$ cat src/rtl/controlador_serial_4bits_pkg.sv
// Shared definitions for the 4-bit serial transmit controller: state encodings,
// datapath width and the bit-count terminal value.
package controlador_serial_4bits_pkg;

  localparam int DATA_W = 4;
  localparam int CNT_W  = 3;

  localparam logic [CNT_W-1:0] CNT_LAST = 3'd4;

  typedef enum logic [1:0] {
    ST_IDLE   = 2'b00,
    ST_SHIFT  = 2'b01,
    ST_PARITY = 2'b10,
    ST_DONE   = 2'b11
  } state_t;

  // Even parity over the data bits, i.e. the XOR of all of them.
  function automatic logic even_parity(input logic [DATA_W-1:0] word);
    return ^word;
  endfunction

endpackage

$ cat src/rtl/controlador_serial_4bits_shift_reg_4b.sv
// 4-bit load/shift register: parallel load when load is high, otherwise shift
// toward bit 0 with a zero entering bit 3. Asynchronous active-low clear.
module shift_reg_4b
  import controlador_serial_4bits_pkg::*;
(
  input  logic              clk,
  input  logic              clr_n,
  input  logic              load,
  input  logic [DATA_W-1:0] d,
  output logic [DATA_W-1:0] q
);

  always_ff @(posedge clk or negedge clr_n) begin
    if (!clr_n) begin
      q <= '0;
    end else if (load) begin
      q <= d;
    end else begin
      q <= {1'b0, q[DATA_W-1:1]};
    end
  end

endmodule

$ cat src/rtl/controlador_serial_4bits.sv
// Sequencer that takes a 4-bit word via Start/Ready and sends it LSB first on SerOut.
// Optional trailing even-parity bit is compiled in with the CTRL_PARITY_EN macro.
module controlador_serial_4bits
  import controlador_serial_4bits_pkg::*;
#(
  parameter logic IDLE_LEVEL = 1'b1
)
(
  input  logic              CLK,
  input  logic              CLR,
  input  logic              Start,
  input  logic [DATA_W-1:0] D,
  output logic              Ready,
  output logic              Busy,
  output logic              Load,
  output logic              SerOut,
  output logic [CNT_W-1:0]  Count,
  output logic              Done
);

  state_t             state;
  state_t             state_next;
  logic [CNT_W-1:0]   count_q;
  logic [DATA_W-1:0]  shift_q;
  logic               last_bit;

  shift_reg_4b u_shift_reg (
    .clk   (CLK),
    .clr_n (CLR),
    .load  (Load),
    .d     (D),
    .q     (shift_q)
  );

  always_ff @(posedge CLK or negedge CLR) begin
    if (!CLR) begin
      state <= ST_IDLE;
    end else begin
      state <= state_next;
    end
  end

  // The edge that moves the count from 3 to 4 is the last shift edge.
  assign last_bit = (count_q == (CNT_LAST - 3'd1));

  always_comb begin
    state_next = state;
    case (state)
      ST_IDLE: begin
        if (Start) begin
          state_next = ST_SHIFT;
        end
      end
      ST_SHIFT: begin
        if (last_bit) begin
`ifdef CTRL_PARITY_EN
          state_next = ST_PARITY;
`else
          state_next = ST_DONE;
`endif
        end
      end
      ST_PARITY: state_next = ST_DONE;
      ST_DONE:   state_next = ST_IDLE;
      default:   state_next = ST_IDLE;
    endcase
  end

  always_ff @(posedge CLK or negedge CLR) begin
    if (!CLR) begin
      count_q <= '0;
    end else begin
      case (state)
        ST_SHIFT: count_q <= count_q + 3'd1;
        ST_DONE:  count_q <= '0;
        ST_IDLE:  count_q <= '0;
        default:  count_q <= count_q;
      endcase
    end
  end

`ifdef CTRL_PARITY_EN
  logic parity_q;

  always_ff @(posedge CLK or negedge CLR) begin
    if (!CLR) begin
      parity_q <= 1'b0;
    end else if (Load) begin
      parity_q <= even_parity(D);
    end
  end
`endif

  always_comb begin
    SerOut = IDLE_LEVEL;
    case (state)
      ST_SHIFT: SerOut = shift_q[0];
`ifdef CTRL_PARITY_EN
      ST_PARITY: SerOut = parity_q;
`endif
      default: SerOut = IDLE_LEVEL;
    endcase
  end

  // CLR gates Load so the register never sees a load request while held in reset.
  assign Ready = (state == ST_IDLE);
  assign Load  = Start & Ready & CLR;
  assign Busy  = (state != ST_IDLE);
  assign Done  = (state == ST_DONE);
  assign Count = count_q;

  a_load_only_idle: assert property (@(posedge CLK) disable iff (!CLR) Load |-> Ready);
  a_done_to_idle:   assert property (@(posedge CLK) disable iff (!CLR) Done |=> Ready);
  a_count_range:    assert property (@(posedge CLK) disable iff (!CLR) Count <= CNT_LAST);

endmodule

$ cat config.mk
export PLATFORM = sky130hd
export DESIGN_NAME = controlador_serial_4bits
export DESIGN_NICKNAME = d
export VERILOG_FILES = /design/src/rtl/controlador_serial_4bits_pkg.sv /design/src/rtl/controlador_serial_4bits_shift_reg_4b.sv /design/src/rtl/controlador_serial_4bits.sv
export SDC_FILE = /design/constraint.sdc
export NUM_CORES = 1
export LEC_CHECK = 0
export ABC_CLOCK_PERIOD_IN_PS = 3600
export BUFFER_PORTS_ARGS = -buffer_cell sky130_fd_sc_hd__buf_4
export CAP_MARGIN = 20
export CORE_AREA = 5 5 42 44
export DETAILED_ROUTE_END_ITERATION = 16
export DIE_AREA = 0 0 47 49
export GPL_ROUTABILITY_DRIVEN = 0
export GPL_TIMING_DRIVEN = 0
export PLACE_DENSITY = 0.62
export REMOVE_ABC_BUFFERS = 1
export SYNTH_ARGS = -nofsm -noshare
export SYNTH_HDL_FRONTEND = slang
export SYNTH_HIERARCHICAL = 1
export SYNTH_SLANG_ARGS = --single-unit
$ cat constraint.sdc
create_clock -name CLK -period 3.6 [get_ports CLK]
set_clock_uncertainty 0.05 [all_clocks]
set_input_delay 0.18 -clock CLK [delete_from_list [all_inputs] [get_ports CLK]]
set_output_delay 0.18 -clock CLK [all_outputs]
set_load 0.02 [all_outputs]
Word-level counts from Yosys, hierarchy flattened
Index checks and enable logic that the tools add are counted.
{ "totals": {"reg_bits": 9, "in_bits": 7} }
{ "classes": {"n_eq_ne": 6, "bitwise": 2, "addsub": 1, "reduce_logical": 5, "muxes": 6} }
{ "ops": {"columns": ["cell", "n"], "rows": [
  ["2-bit case mux with 4 select lines", 1],
  ["3-bit case mux with 2 select lines", 1],
  ["2-bit equality test, second input constant", 2],
  ["2-bit two-way mux", 2],
  ["4-bit two-way mux", 1],
  ["2-bit != test, second input constant", 2],
  ["2-bit nonzero test", 2],
  ["3-bit by 1-bit adder with 3-bit output, second input constant", 1],
  ["3-bit by 2-bit equality test with 1-bit output, second input constant", 1],
  ["1-bit bitwise AND", 2],
  ["2-bit by 1-bit equality test with 1-bit output, second input constant", 1],
  ["2-bit logical NOT", 1],
  ["2-bit AND reduction", 1],
  ["2-bit OR reduction", 1],
  ["1-bit two-way mux", 1]
]} }

Longest topological paths before layout
{ "depth": {"ltp_word": 4, "ltp_mapped": 5, "depth_no_buf": 5} }

By module
Netlist, hierarchy kept.
{ "by_module_without_submodules": {"columns": ["module", "instances", "cells_per_inst", "area_per_inst_um2"], "rows": [
  ["controlador_serial_4bits", 1, 33, 337.8],
  ["shift_reg_4b", 1, 8, 141.4]
]} }

Least setup slack after synthesis
OpenSTA, ideal clock, no wires.
{ "synth_timing": {"path_kind": "register -> register", "start": "reg state[0]", "end": "reg u_shift_reg.q[0]", "slack_ps": 2069, "period_less_slack_ps": 1531, "stages_incl_launch_ff": 5, "arrival_ps": 1356, "t_required_ps": 3425, "path_cell_list": "dfrtp_1 > inv_1 > ha_1 > and3_1 > mux2_2"} }
{ "synth_between": {"elab_chain_len": 4} }
{ "synth_rtl": {"columns": ["element", "line_no", "rtl"], "rows": [
  ["start, declared", "controlador_serial_4bits.sv:21", "state_t state;"],
  ["start signal, assigned", "controlador_serial_4bits.sv:39", "state <= state_next;"],
  ["2-bit logical NOT", "controlador_serial_4bits.sv:106", "assign Ready = (state == ST_IDLE);"],
  ["1-bit bitwise AND (2 in a row)", "controlador_serial_4bits.sv:107", "assign Load = Start & Ready & CLR;"],
  ["named net Load", "controlador_serial_4bits.sv:15", "output logic Load,"],
  ["4-bit two-way mux", "controlador_serial_4bits_shift_reg_4b.sv:16", "end else if (load) begin"],
  ["end signal, assigned", "controlador_serial_4bits_shift_reg_4b.sv:19", "q <= {1'b0, q[DATA_W-1:1]};"],
  ["end, declared", "controlador_serial_4bits_shift_reg_4b.sv:10", "output logic [DATA_W-1:0] q"]
]} }
The timed path passes the listed nets, and every way through them passes these cells.
A chain may end at the register's enable or synchronous reset.

Final worst setup path
{ "layout_timing": {"start": "reg state[0]", "end": "out Load"} }
{ "layout_between": {"elab_chain_len": 3} }
{ "layout_rtl": {"columns": ["element", "line_no"], "rows": [
  ["2-bit logical NOT", "controlador_serial_4bits.sv:106"],
  ["1-bit bitwise AND (2 in a row)", "controlador_serial_4bits.sv:107"],
  ["end, declared", "controlador_serial_4bits.sv:15"]
]} }
Every way passes these cells.

==> impl_summary.md <==
Yosys
The cell area after technology mapping is 479.2 µm². The synthesis warning total is 6. Summing the sequential cell areas from Yosys gives 47.00% of the chip area.

In this run, synthesis produced a sequential element count of 9. Synthesis instantiated 14 different standard cells from the library. Dividing the synthesized area by the synthesized cell count gives 11.69 µm². Synthesis handed over a netlist of 41 instances.

Clocking
After clock tree synthesis, the flow added hold-fix buffers numbering 1. The number of buffers created by CTS is 3. In this run, post-CTS repair resized a total of 0 instances.

The number of buffers inserted by post-CTS setup repair is 0. The insertion delay to the later sink of the worst-skew pair is 0.26 ns. The CTS tree is done. The clock slew at the register clock pins of the worst setup and hold paths is 0.06 ns. The clock tree buffer depth is 2.

CTS saw 9 sinks. The maximum level of the CTS H-tree is 1. The cell sitting at the root of the clock tree is a sky130_fd_sc_hd__clkbuf_4.

Critical path
Data on the critical path is required at its endpoint by 3.37 ns. The worst reg2reg path depth is 4. The critical path goes through inv_1 > ha_1 > and3_1 > buf_4. Of all nets on the critical path, the largest fanout is 5. The worst setup path is captured at an output port. The arrival time of the worst setup path is 1.43 ns.

On the critical path, the stage with the largest delay is an instance of sky130_fd_sc_hd__dfrtp_1. The launching element type of the critical path is a register. The critical path's largest stage delay is 0.42 ns.

The worst setup path is of the reg2out kind.

Drt
Summed over all layers, the routed wires come to 880 µm. The post-detailed-route count of antenna-violating nets is 0. The first-iteration detailed-routing DRC count is 0. The routed via count is 345. The length of the first detailed-routing pass in iterations is 1.

The final routed DRC violation total is 0. The routed via count divided by cell count is 4.539. Dividing the detail-routed wire length by the instance count gives 11.58 µm.

Timing
The count of final max-slew check failures is 0. The final hold violation count is 0. The total negative slack is 0 ns. Setup repair after global routing left no endpoint under its margin.

The achievable frequency is 604.0 MHz. The fraction of the cycle the final worst path needs is 45.99%. At the pin with the least slew margin, the transition time is 0.1972 ns. After layout, the minimum clock period comes to 1.656 ns. Headroom to the max-slew limit came out at 86.85%. Setup violations remaining at the end of the flow were counted as 0.

Die
Once the floorplan was initialized, standard cells occupied 34.20% of the core. The die outline height is 49 µm. The placeable core area is 1401 µm².

Measured along the x axis, the die boundary spans 47 µm. The number of placement rows is 14. The number of top-level pins is 15. The overall die area is 2303 µm².

Cells and area
At the end of the flow the core is filled with cells to 45.71%. The synthesis-to-layout area growth is 33.68%. Cells with a size suffix above 1 make up 38.33% of the layout. The number of nets in the finished design is 76. The antenna diode count is 0.

Global routing
The most congested layer reported by global routing is met2. Global routing used 9.375% of the available tracks. The number of antenna violations at the first check in global routing is 0. The global routing met1 resource utilization is 9.029%. The number of global-route vias before repair came to 345. Entering global routing, the biggest net connects 11 pins. The met3 usage is 7.011%. For this run, global-route usage on met2 was measured as 15.84%. The global-route wire length before repair is 1.511 mm.

Summed over all layers, the global routing overflow is 0.

Flow run
The total of max-cap violations is 0.

Worst hold path
The path class of the tightest hold or removal check is in2reg. The count of cells along the worst hold path is 2.

Placed design
The placed wire-length estimate is 687.8 µm. Port buffering added 14 buffers.

Outcome
The flow ran to the end, and the final reports show no timing, DRC or antenna violations.

Power and ir drop
Across the VDD grid, the largest voltage drop is 406.5 µV. Dividing total power by cell area gives a power density of 809.3 nW/µm². The leakage power summed over all cells is 0.3494 nW.
per-stage QoR:
stage               hold WS [ns]  worst slack (ns)  cells  power, mW  area [µm²]
global placement        -0.03696             2.078     71     0.4411       604.3
CTS                      0.08930             1.903     76     0.5297       640.6
global route             0.08839             1.831     76     0.5678       640.6
finish                   0.09421             1.944     76     0.5184       640.6
detailed placement      -0.03458             2.067     71     0.4484       604.3
floorplan                -0.1656             2.069     41     0.3535       479.2
per-layer routing:
layer	wire length, µm	part of all wire (%)	vias to the layer above
li1	-	-	169
met1	326	37	168
met2	489	56	8
met3	63	7.2	0
met4	0	0	0
met5	0	0	-
final cells by class:
class	count	area, µm²
Fill cell	142	760.7
Multi-Input combinational cell	27	235.2
Sequential cell	9	225.2
Timing Repair Buffer	15	115.1
Clock buffer	4	26.28
Tap cell	16	20.02
Inverter	5	18.77
cell families (layout without fill, tap and decap cells):
kind of cell | after synthesis | after routing | share of synthesized area, %
and+or+nand+nor | 11 | 11 | 11.23
adders and majority gates | 8 | 8 | 20.89
muxes | 5 | 5 | 12.27
DFF | 9 | 9 | 47.00
buffers and inverters | 5 | 24 | 3.917
AOI/OAI and AO/OA | 3 | 3 | 4.699
critical path: cells and delay by family, from the launching register on:
kind	cells	cell delay [ns]
simple gates	1	0.25
flops	1	0.42
fa+ha+maj	1	0.17
buf+inv	2	0.32
synthesized netlist by cell type (all sizes together):
cell type	n	area share [%]
dfrtp	9	47
ha	8	21
nand2	6	4.7
inv	5	3.9
mux2	4	10
o21ai	2	2.1
and2	1	1.6
and3	1	1.3
mux2i	1	2.1
nand2b	1	1.3
nor2	1	0.78
o22ai	1	2.6
or2b	1	1.6
report_power, final:
group	internal [mW]	total, mW	leakage (nW)	switching, mW
Combinational	0.132	0.276	0.217	0.143
Sequential	0.135	0.163	0.117	0.0287
Clock	0.0428	0.0794	0.0150	0.0366
Total	0.310	0.518	0.349	0.209
path summary, 6_finish.rpt:
check	start	endpoint	slack [ns]
hold / removal	D[3]	u_shift_reg/q[3]	0.09
setup reg to reg	state[0]	u_shift_reg/q[2]	2.08
hold reg to reg	u_shift_reg/q[1]	u_shift_reg/q[0]	0.43
setup / recovery	state[0]	Load	1.94
max in group asynchronous	CLR	state[1]	3.13
min in group asynchronous	CLR	state[0]	0.23
state kept, by name, summed over array words and instances (netlist names):
signal         cells
Count              3
state              2
u_shift_reg/q      4
layout by cell type, fill, tap and decap left out:
master                          instances
sky130_fd_sc_hd__and2_2                 1
sky130_fd_sc_hd__and3_1                 1
sky130_fd_sc_hd__buf_4                 14
sky130_fd_sc_hd__clkbuf_1               1
sky130_fd_sc_hd__clkbuf_4               3
sky130_fd_sc_hd__dfrtp_1                9
sky130_fd_sc_hd__dlygate4sd3_1          1
sky130_fd_sc_hd__ha_1                   8
sky130_fd_sc_hd__inv_1                  5
sky130_fd_sc_hd__mux2_2                 3
sky130_fd_sc_hd__mux2_4                 1
sky130_fd_sc_hd__mux2i_1                1
sky130_fd_sc_hd__nand2_1                6
sky130_fd_sc_hd__nand2b_1               1
sky130_fd_sc_hd__nor2_1                 1
sky130_fd_sc_hd__o21ai_0                2
sky130_fd_sc_hd__o22ai_2                1
sky130_fd_sc_hd__or2b_1                 1
(Power assumes the default switching activity.)
